**config.mk**
```make
export PLATFORM = sky130hd
export DESIGN_NAME = window_result_writer_flat
export DESIGN_NICKNAME = d
export VERILOG_FILES = /design/src/rtl/window_result_writer_if.sv /design/src/rtl/window_result_writer.sv /design/src/flat_wrapper.sv
export SDC_FILE = /design/constraint.sdc
export NUM_CORES = 1
export LEC_CHECK = 0
export CAP_MARGIN = 20
export CELL_PAD_IN_SITES_DETAIL_PLACEMENT = 1
export CELL_PAD_IN_SITES_GLOBAL_PLACEMENT = 1
export CORE_ASPECT_RATIO = 0.6
export CORE_MARGIN = 2
export CORE_UTILIZATION = 30
export DETAILED_ROUTE_END_ITERATION = 10
export PLACE_DENSITY = 0.66
export SYNTH_ARGS = -nofsm -noshare
export SYNTH_HDL_FRONTEND = slang
export SYNTH_SLANG_ARGS = --single-unit
export TNS_END_PERCENT = 50
```
**constraint.sdc**
```tcl
create_clock -name clk -period 2.3 [get_ports clk]
set_input_delay 0.345 -clock clk [delete_from_list [all_inputs] [get_ports clk]]
set_output_delay 0.345 -clock clk [all_outputs]
set_load 0.02 [all_outputs]
```
**src/rtl/window_result_writer_if.sv**
```systemverilog
// Result stream and RAM write bus for window_result_writer.
// The slave view belongs to the writer: it takes the result stream in and
// drives the RAM write port. The master view belongs to the environment.
interface window_result_writer_if #(
    parameter int DATA_WIDTH      = 8,
    parameter int DATA_ADDR_WIDTH = 10
);
    logic                       in_bit;
    logic                       in_valid;
    logic                       in_ready;
    logic [DATA_ADDR_WIDTH-1:0] ram_w_addr;
    logic [DATA_WIDTH-1:0]      ram_w_data;
    logic                       ram_w_en;

    modport master (
        output in_bit,
        output in_valid,
        input  in_ready,
        input  ram_w_addr,
        input  ram_w_data,
        input  ram_w_en
    );

    modport slave (
        input  in_bit,
        input  in_valid,
        output in_ready,
        output ram_w_addr,
        output ram_w_data,
        output ram_w_en
    );
endinterface

```
**src/rtl/window_result_writer.sv**
```systemverilog
// window_result_writer: packs one result bit per window position (raster
// order, LSB first) into RAM words and writes them from BASE_ADDR upward.
//
// state   | meaning
// --------+-----------------------------------------------------------
// IDLE    | waiting for start, RAM port quiet
// COLLECT | accepting result bits into the pack register
// WRITE   | one-cycle RAM write of the completed (or final partial) word
// DONE    | one-cycle completion pulse, address returns to BASE_ADDR
module window_result_writer #(
    parameter int DATA_WIDTH      = 8,
    parameter int DATA_ADDR_WIDTH = 10,
    parameter int IMAGE_ROW_LEN   = 32,
    parameter int IMAGE_COL_LEN   = 32,
    parameter int KERNEL_SIZE     = 3,
    parameter int STRIDE          = 1,
    parameter int BASE_ADDR       = 0,
    localparam int OUT_ROW_LEN    = (IMAGE_ROW_LEN - KERNEL_SIZE) / STRIDE + 1,
    localparam int OUT_COL_LEN    = (IMAGE_COL_LEN - KERNEL_SIZE) / STRIDE + 1,
    localparam int ROW_W          = $clog2(OUT_ROW_LEN + 1),
    localparam int COL_W          = $clog2(OUT_COL_LEN + 1)
) (
    input  logic                  clk,
    input  logic                  rst,
    input  logic                  start,
    window_result_writer_if.slave bus,
    output logic [ROW_W-1:0]      out_row,
    output logic [COL_W-1:0]      out_col,
    output logic                  busy,
    output logic                  done
);

    localparam int TOTAL  = OUT_ROW_LEN * OUT_COL_LEN;
    localparam int NWORDS = (TOTAL + DATA_WIDTH - 1) / DATA_WIDTH;
    localparam int CNT_W  = $clog2(TOTAL + 1);
    localparam int BIT_W  = (DATA_WIDTH > 1) ? $clog2(DATA_WIDTH) : 1;

    localparam logic [1:0] S_IDLE    = 2'd0;
    localparam logic [1:0] S_COLLECT = 2'd1;
    localparam logic [1:0] S_WRITE   = 2'd2;
    localparam logic [1:0] S_DONE    = 2'd3;

    localparam logic [CNT_W-1:0]           LAST_RES = CNT_W'(TOTAL - 1);
    localparam logic [CNT_W-1:0]           ALL_RES  = CNT_W'(TOTAL);
    localparam logic [BIT_W-1:0]           LAST_BIT = BIT_W'(DATA_WIDTH - 1);
    localparam logic [COL_W-1:0]           LAST_COL = COL_W'(OUT_COL_LEN - 1);
    localparam logic [DATA_ADDR_WIDTH-1:0] BASE     = DATA_ADDR_WIDTH'(BASE_ADDR);

    // The whole output map has to land inside the RAM without wrapping.
    generate
        if (BASE_ADDR + NWORDS > (1 << DATA_ADDR_WIDTH)) begin : g_addr_range_check
            $error("window_result_writer: BASE_ADDR + NWORDS exceeds RAM depth");
        end
    endgenerate

    logic [1:0]            state;
    logic [DATA_WIDTH-1:0] pack;
    logic [DATA_WIDTH-1:0] next_pack;
    logic [BIT_W-1:0]      bit_cnt;
    logic [CNT_W-1:0]      res_cnt;
    logic                  word_full;
    logic                  last_res;

    assign word_full = (bit_cnt == LAST_BIT);
    assign last_res  = (res_cnt == LAST_RES);

    // Moore-decoded status; nothing here depends on in_valid.
    assign bus.in_ready = (state == S_COLLECT);
    assign busy         = (state == S_COLLECT) || (state == S_WRITE);
    assign done         = (state == S_DONE);

    // Pack register with the incoming bit merged at the current position;
    // unfilled upper bits stay 0 because pack is cleared per word.
    always_comb begin
        next_pack          = pack;
        next_pack[bit_cnt] = bus.in_bit;
    end

    // Sequencer, packer, raster position and RAM write port.
    always_ff @(posedge clk) begin
        if (!rst) begin
            state          <= S_IDLE;
            pack           <= '0;
            bit_cnt        <= '0;
            res_cnt        <= '0;
            out_row        <= '0;
            out_col        <= '0;
            bus.ram_w_addr <= BASE;
            bus.ram_w_data <= '0;
            bus.ram_w_en   <= 1'b0;
        end else begin
            case (state)
                S_IDLE: begin
                    if (start) begin
                        state          <= S_COLLECT;
                        pack           <= '0;
                        bit_cnt        <= '0;
                        res_cnt        <= '0;
                        out_row        <= '0;
                        out_col        <= '0;
                        bus.ram_w_addr <= BASE;
                    end
                end
                S_COLLECT: begin
                    if (bus.in_valid) begin
                        pack    <= next_pack;
                        bit_cnt <= bit_cnt + 1'b1;
                        res_cnt <= res_cnt + 1'b1;
                        if (out_col == LAST_COL) begin
                            out_col <= '0;
                            out_row <= out_row + 1'b1;
                        end else begin
                            out_col <= out_col + 1'b1;
                        end
                        if (word_full || last_res) begin
                            state          <= S_WRITE;
                            bus.ram_w_data <= next_pack;
                            bus.ram_w_en   <= 1'b1;
                        end
                    end
                end
                S_WRITE: begin
                    bus.ram_w_en   <= 1'b0;
                    bus.ram_w_addr <= bus.ram_w_addr + 1'b1;
                    pack           <= '0;
                    bit_cnt        <= '0;
                    state          <= (res_cnt == ALL_RES) ? S_DONE : S_COLLECT;
                end
                S_DONE: begin
                    state          <= S_IDLE;
                    bus.ram_w_addr <= BASE;
                end
                default: begin
                    state <= S_IDLE;
                end
            endcase
        end
    end

endmodule

```
**src/flat_wrapper.sv**
```systemverilog
// flat-port wrapper written by rule: the top's interface ports become plain ports
module window_result_writer_flat 
#(
    parameter int DATA_WIDTH      = 8,
    parameter int DATA_ADDR_WIDTH = 10,
    parameter int IMAGE_ROW_LEN   = 32,
    parameter int IMAGE_COL_LEN   = 32,
    parameter int KERNEL_SIZE     = 3,
    parameter int STRIDE          = 1,
    parameter int BASE_ADDR       = 0,
    localparam int OUT_ROW_LEN    = (IMAGE_ROW_LEN - KERNEL_SIZE) / STRIDE + 1,
    localparam int OUT_COL_LEN    = (IMAGE_COL_LEN - KERNEL_SIZE) / STRIDE + 1,
    localparam int ROW_W          = $clog2(OUT_ROW_LEN + 1),
    localparam int COL_W          = $clog2(OUT_COL_LEN + 1)
)
  (clk, rst, start, out_row, out_col, busy, done, bus_in_bit, bus_in_valid, bus_in_ready, bus_ram_w_addr, bus_ram_w_data, bus_ram_w_en);
  window_result_writer_if #(.DATA_WIDTH(DATA_WIDTH), .DATA_ADDR_WIDTH(DATA_ADDR_WIDTH)) bus_i ();
  input  logic clk;
  input  logic rst;
  input  logic start;
  output logic [ROW_W-1:0] out_row;
  output logic [COL_W-1:0] out_col;
  output logic busy;
  output logic done;
  input wire logic [$bits(bus_i.in_bit)-1:0] bus_in_bit;
  input wire logic [$bits(bus_i.in_valid)-1:0] bus_in_valid;
  output wire logic [$bits(bus_i.in_ready)-1:0] bus_in_ready;
  output wire logic [$bits(bus_i.ram_w_addr)-1:0] bus_ram_w_addr;
  output wire logic [$bits(bus_i.ram_w_data)-1:0] bus_ram_w_data;
  output wire logic [$bits(bus_i.ram_w_en)-1:0] bus_ram_w_en;
  assign bus_i.in_bit = bus_in_bit;
  assign bus_i.in_valid = bus_in_valid;
  assign bus_in_ready = bus_i.in_ready;
  assign bus_ram_w_addr = bus_i.ram_w_addr;
  assign bus_ram_w_data = bus_i.ram_w_data;
  assign bus_ram_w_en = bus_i.ram_w_en;
  window_result_writer #(.DATA_WIDTH(DATA_WIDTH), .DATA_ADDR_WIDTH(DATA_ADDR_WIDTH), .IMAGE_ROW_LEN(IMAGE_ROW_LEN), .IMAGE_COL_LEN(IMAGE_COL_LEN), .KERNEL_SIZE(KERNEL_SIZE), .STRIDE(STRIDE), .BASE_ADDR(BASE_ADDR)) u_core (.clk(clk), .rst(rst), .start(start), .bus(bus_i), .out_row(out_row), .out_col(out_col), .busy(busy), .done(done));
endmodule
```
==> out/summary.txt, run 1 <==
outcome = complete, no violations
first drt pass iteration count = 4
Switching Share = 0.364
highest clock rate = 467 MHz
logic gate share of total power = 0.373
Mapped Cells = 296
Final Max Tran Viols = 0
Final Hold Vio Count = 0
Netlist cell types = 52
FF/Latch Area = 1040 um2
Place WS = -2.23 ps
Die W = 126 um
Cell Count Post-Placement = 442
die area = 9750 um2
worst skew pair latency = 290 ps
Ys Warns = 0
Clock Tree Root = clkbuf_16
Final period util = 0.932
Overflow after GRT = 0
largest cells by area after synthesis = dfxtp_1, ha_1, mux2i_1
Chip Height = 77.3 um
hold buffers post-CTS = 0
crit start category = flop
Synth area leader = dfxtp_1
Int Pwr = 0.00178 W
proportion of layout cells with a drive suffix above 1 = 0.110
clock share of power = 0.260
drt wl/cell = 16.0 um
area share of the largest cell type after synthesis = 0.388
GRT Total Usage = 0.158
CTS H-tree lvls = 2
crit-path max cell delay = 600 ps
area grow syn2layout = 25.8%
Hold WS = 488 ps
Crit Path Max Fanout = 5
reg2reg start = u_core.state[1]
sequential share of the synthesized area = 0.388
Synth Register Bits = 52
Worst Skew = 4.14 ps
clk slew on worst S/H paths = 70 ps
area of the multi-input gates = 1530 um2
Core Area = 8590 um2
Top FF cell, synth = dfxtp_1
headroom to the max-slew limit = 0.495
Diodes inserted = 0
async set-reset flop share out of synthesis = 0
Synth Net Count = 316
Num CTS Buffers = 5
fin crit period = 2140 ps
Starting Density = 0.313
Routed WL = 7210 um
largest net degree at the start of global routing = 25
HPWL after DPL = 5280 um
Final setup viols = 0
flop2flop setup slack = 170 ps
crit-path cells = inv_1 > ha_1 > clkdlybuf4s50_1
fin cells = 449
WP data arrival = 1800 ps
unrepaired setup endpoints after global routing = no
R2R depth = 6
via count = 2285
Post-synth EDFFs = 0
number of core rows = 26
initial antenna violation count = 0
post-route antenna net violation count = 0
final worst slack = 156 ps
CTS sink count = 52
hold path start = u_core.out_row[4]
synthesized area = 2690 um2
DRT iter0 DRCs = 98
crit path capture type = output pin
fill count = 1002
DRC = 0
most common cell in the netlist = dfxtp_1
Worst Hold Depth = 2
maximum VDD drop = 0.297 mV
fin util = 0.393
synthesized area per cell = 9.07 um2
worst-margin pin slew = 752 ps
critical path's slowest cell = clkdlybuf4s50_1
CTS tree = done
RD Place Congestion = 0.803
Final nets = 357
PortBufs = 36
Psw = 0.00102 W
# IOs = 37
Hold Path End = u_core.out_row[4]
# Max-Cap Violations = 0
vias in the first global route = 2402
vias per cell = 5.09
first-pass GRT wire length = 12400 um
CTS max path bufs = 2
PD cells = 829 nW/um2
crit path kind = reg -> out
hold crit path type = reg -> reg
synth cell count leaders = dfxtp_1, nor2_1, a21oi_1
Flop pwr share = 0.367
Critical R2R Capture = u_core.bus.ram_w_addr[9]
Overall Power = 0.00280 W
Lkg Pwr = 1.16 nW
Critical Path RT = 1960 ps
-- flip-flops by register name (all words and copies together) (netlist names), 2 cells and up --
| name | count |
|---|---|
| u_core.out_col | 5 |
| u_core.bit_cnt | 3 |
| u_core.state | 2 |
| u_core.pack | 8 |
| u_core.res_cnt | 10 |
| u_core.bus.ram_w_data | 8 |
| u_core.out_row | 5 |
| u_core.bus.ram_w_addr | 10 |
-- how the worst max path moves through the flow --
stage	from	endpoint	slack, ps	cells after the start
after floorplan	u_core.state[1]	u_core.out_row[2]	290	8
after global placement	bus_in_valid	u_core.out_col[0]	50	6
after detailed placement	bus_in_valid	u_core.bit_cnt[2]	-2	5
after CTS	u_core.state[1]	u_core.res_cnt[8]	10	7
after global routing	u_core.state[1]	u_core.bus.ram_w_addr[9]	6	6
final	u_core.state[1]	busy	160	3
-- power by group through the flow --
stage	sequential, W	combinational [W]	clock (W)
final	0.00103	0.00104	0.000728
after CTS	0.00102	0.00102	0.000757
after detailed placement	0.00104	0.00102	0
after floorplan	0.00104	0.000638	0
after global placement	0.00104	0.000983	0
after global routing	0.00104	0.00114	0.000782
-- kinds of logic after synthesis --
group / Yosys count / synth area share
xor+xnor: 10 / 0.0326
buf+inv: 29 / 0.0503
compound gates: 67 / 0.184
fa+ha+maj: 15 / 0.0699
flops: 52 / 0.388
mux: 14 / 0.0531
simple gates: 109 / 0.223
-- worst max-delay path, delay by kind of cell, from the launching register on --
kind | cells | cell delay (ps)
flip-flops | 1 | 430
adder cells (fa/ha/maj) | 1 | 310
buffers and inverters | 2 | 760
-- stage by stage --
stage | instance area (um2) | TNS, ps
detailed placement | 3220 | -2.23
global placement | 3220 | 0
global route | 3380 | 0
CTS | 3350 | 0
floorplan | 2690 | 0
finish | 3380 | 0
-- routing by layer --
metal	vias to the layer above	GRT usage	part of all wire
li1	1147	-	-
met1	1098	0.228	0.53
met2	36	0.237	0.42
met3	4	0.0384	0.044
met4	0	0.0396	0.0079
met5	-	0	0
-- cell usage in the layout, fill, tap and decap left out, types with 2 or more instances in the layout --
master           count
nor3_1               5
a211oi_1             9
nor2b_1              4
nand2b_1             6
or3_1                8
or2_2                2
o21a_1               3
a21oi_1             23
nand2_1             12
mux2_2               2
nand4_1              4
o21ai_0              7
xnor2_1             10
nor3b_1              6
nand4b_1             3
a2bb2oi_1            8
nand3_1             16
ha_1                15
mux2i_1             11
nor2_1              27
clkbuf_16            5
buf_4               12
nor4_1               3
inv_1               13
nand3b_1             5
dfxtp_1             51
a21boi_0             2
clkdlybuf4s50_1     35
-- layout make-up --
| class | count | area share |
|---|---|---|
| Clock buffer | 6 | 0.0382 |
| Clock inverter | 1 | 0.00148 |
| Inverter | 13 | 0.0144 |
| Multi-Input combinational cell | 215 | 0.454 |
| Sequential cell | 52 | 0.309 |
| Tap cell | 112 | 0.0415 |
| Timing Repair Buffer | 50 | 0.142 |
-- what timing repair did --
action                     CTS  global route
setup endpoints to repair    5            12
gates resized for setup      2             5
buffers inserted             0             0
No activity file was read; power rests on OpenSTA's default activity.
==> run 2: changes to the inputs <==
--- a/config.mk
+++ b/config.mk
@@ -13,6 +13,7 @@
 export CORE_UTILIZATION = 30
 export DETAILED_ROUTE_END_ITERATION = 10
 export PLACE_DENSITY = 0.66
+export SLEW_MARGIN = 10
 export SYNTH_ARGS = -nofsm -noshare
 export SYNTH_HDL_FRONTEND = slang
 export SYNTH_SLANG_ARGS = --single-unit
==> results of run 2 <==
Same layout as run 1: the final DEF is identical, and so are final timing and power.
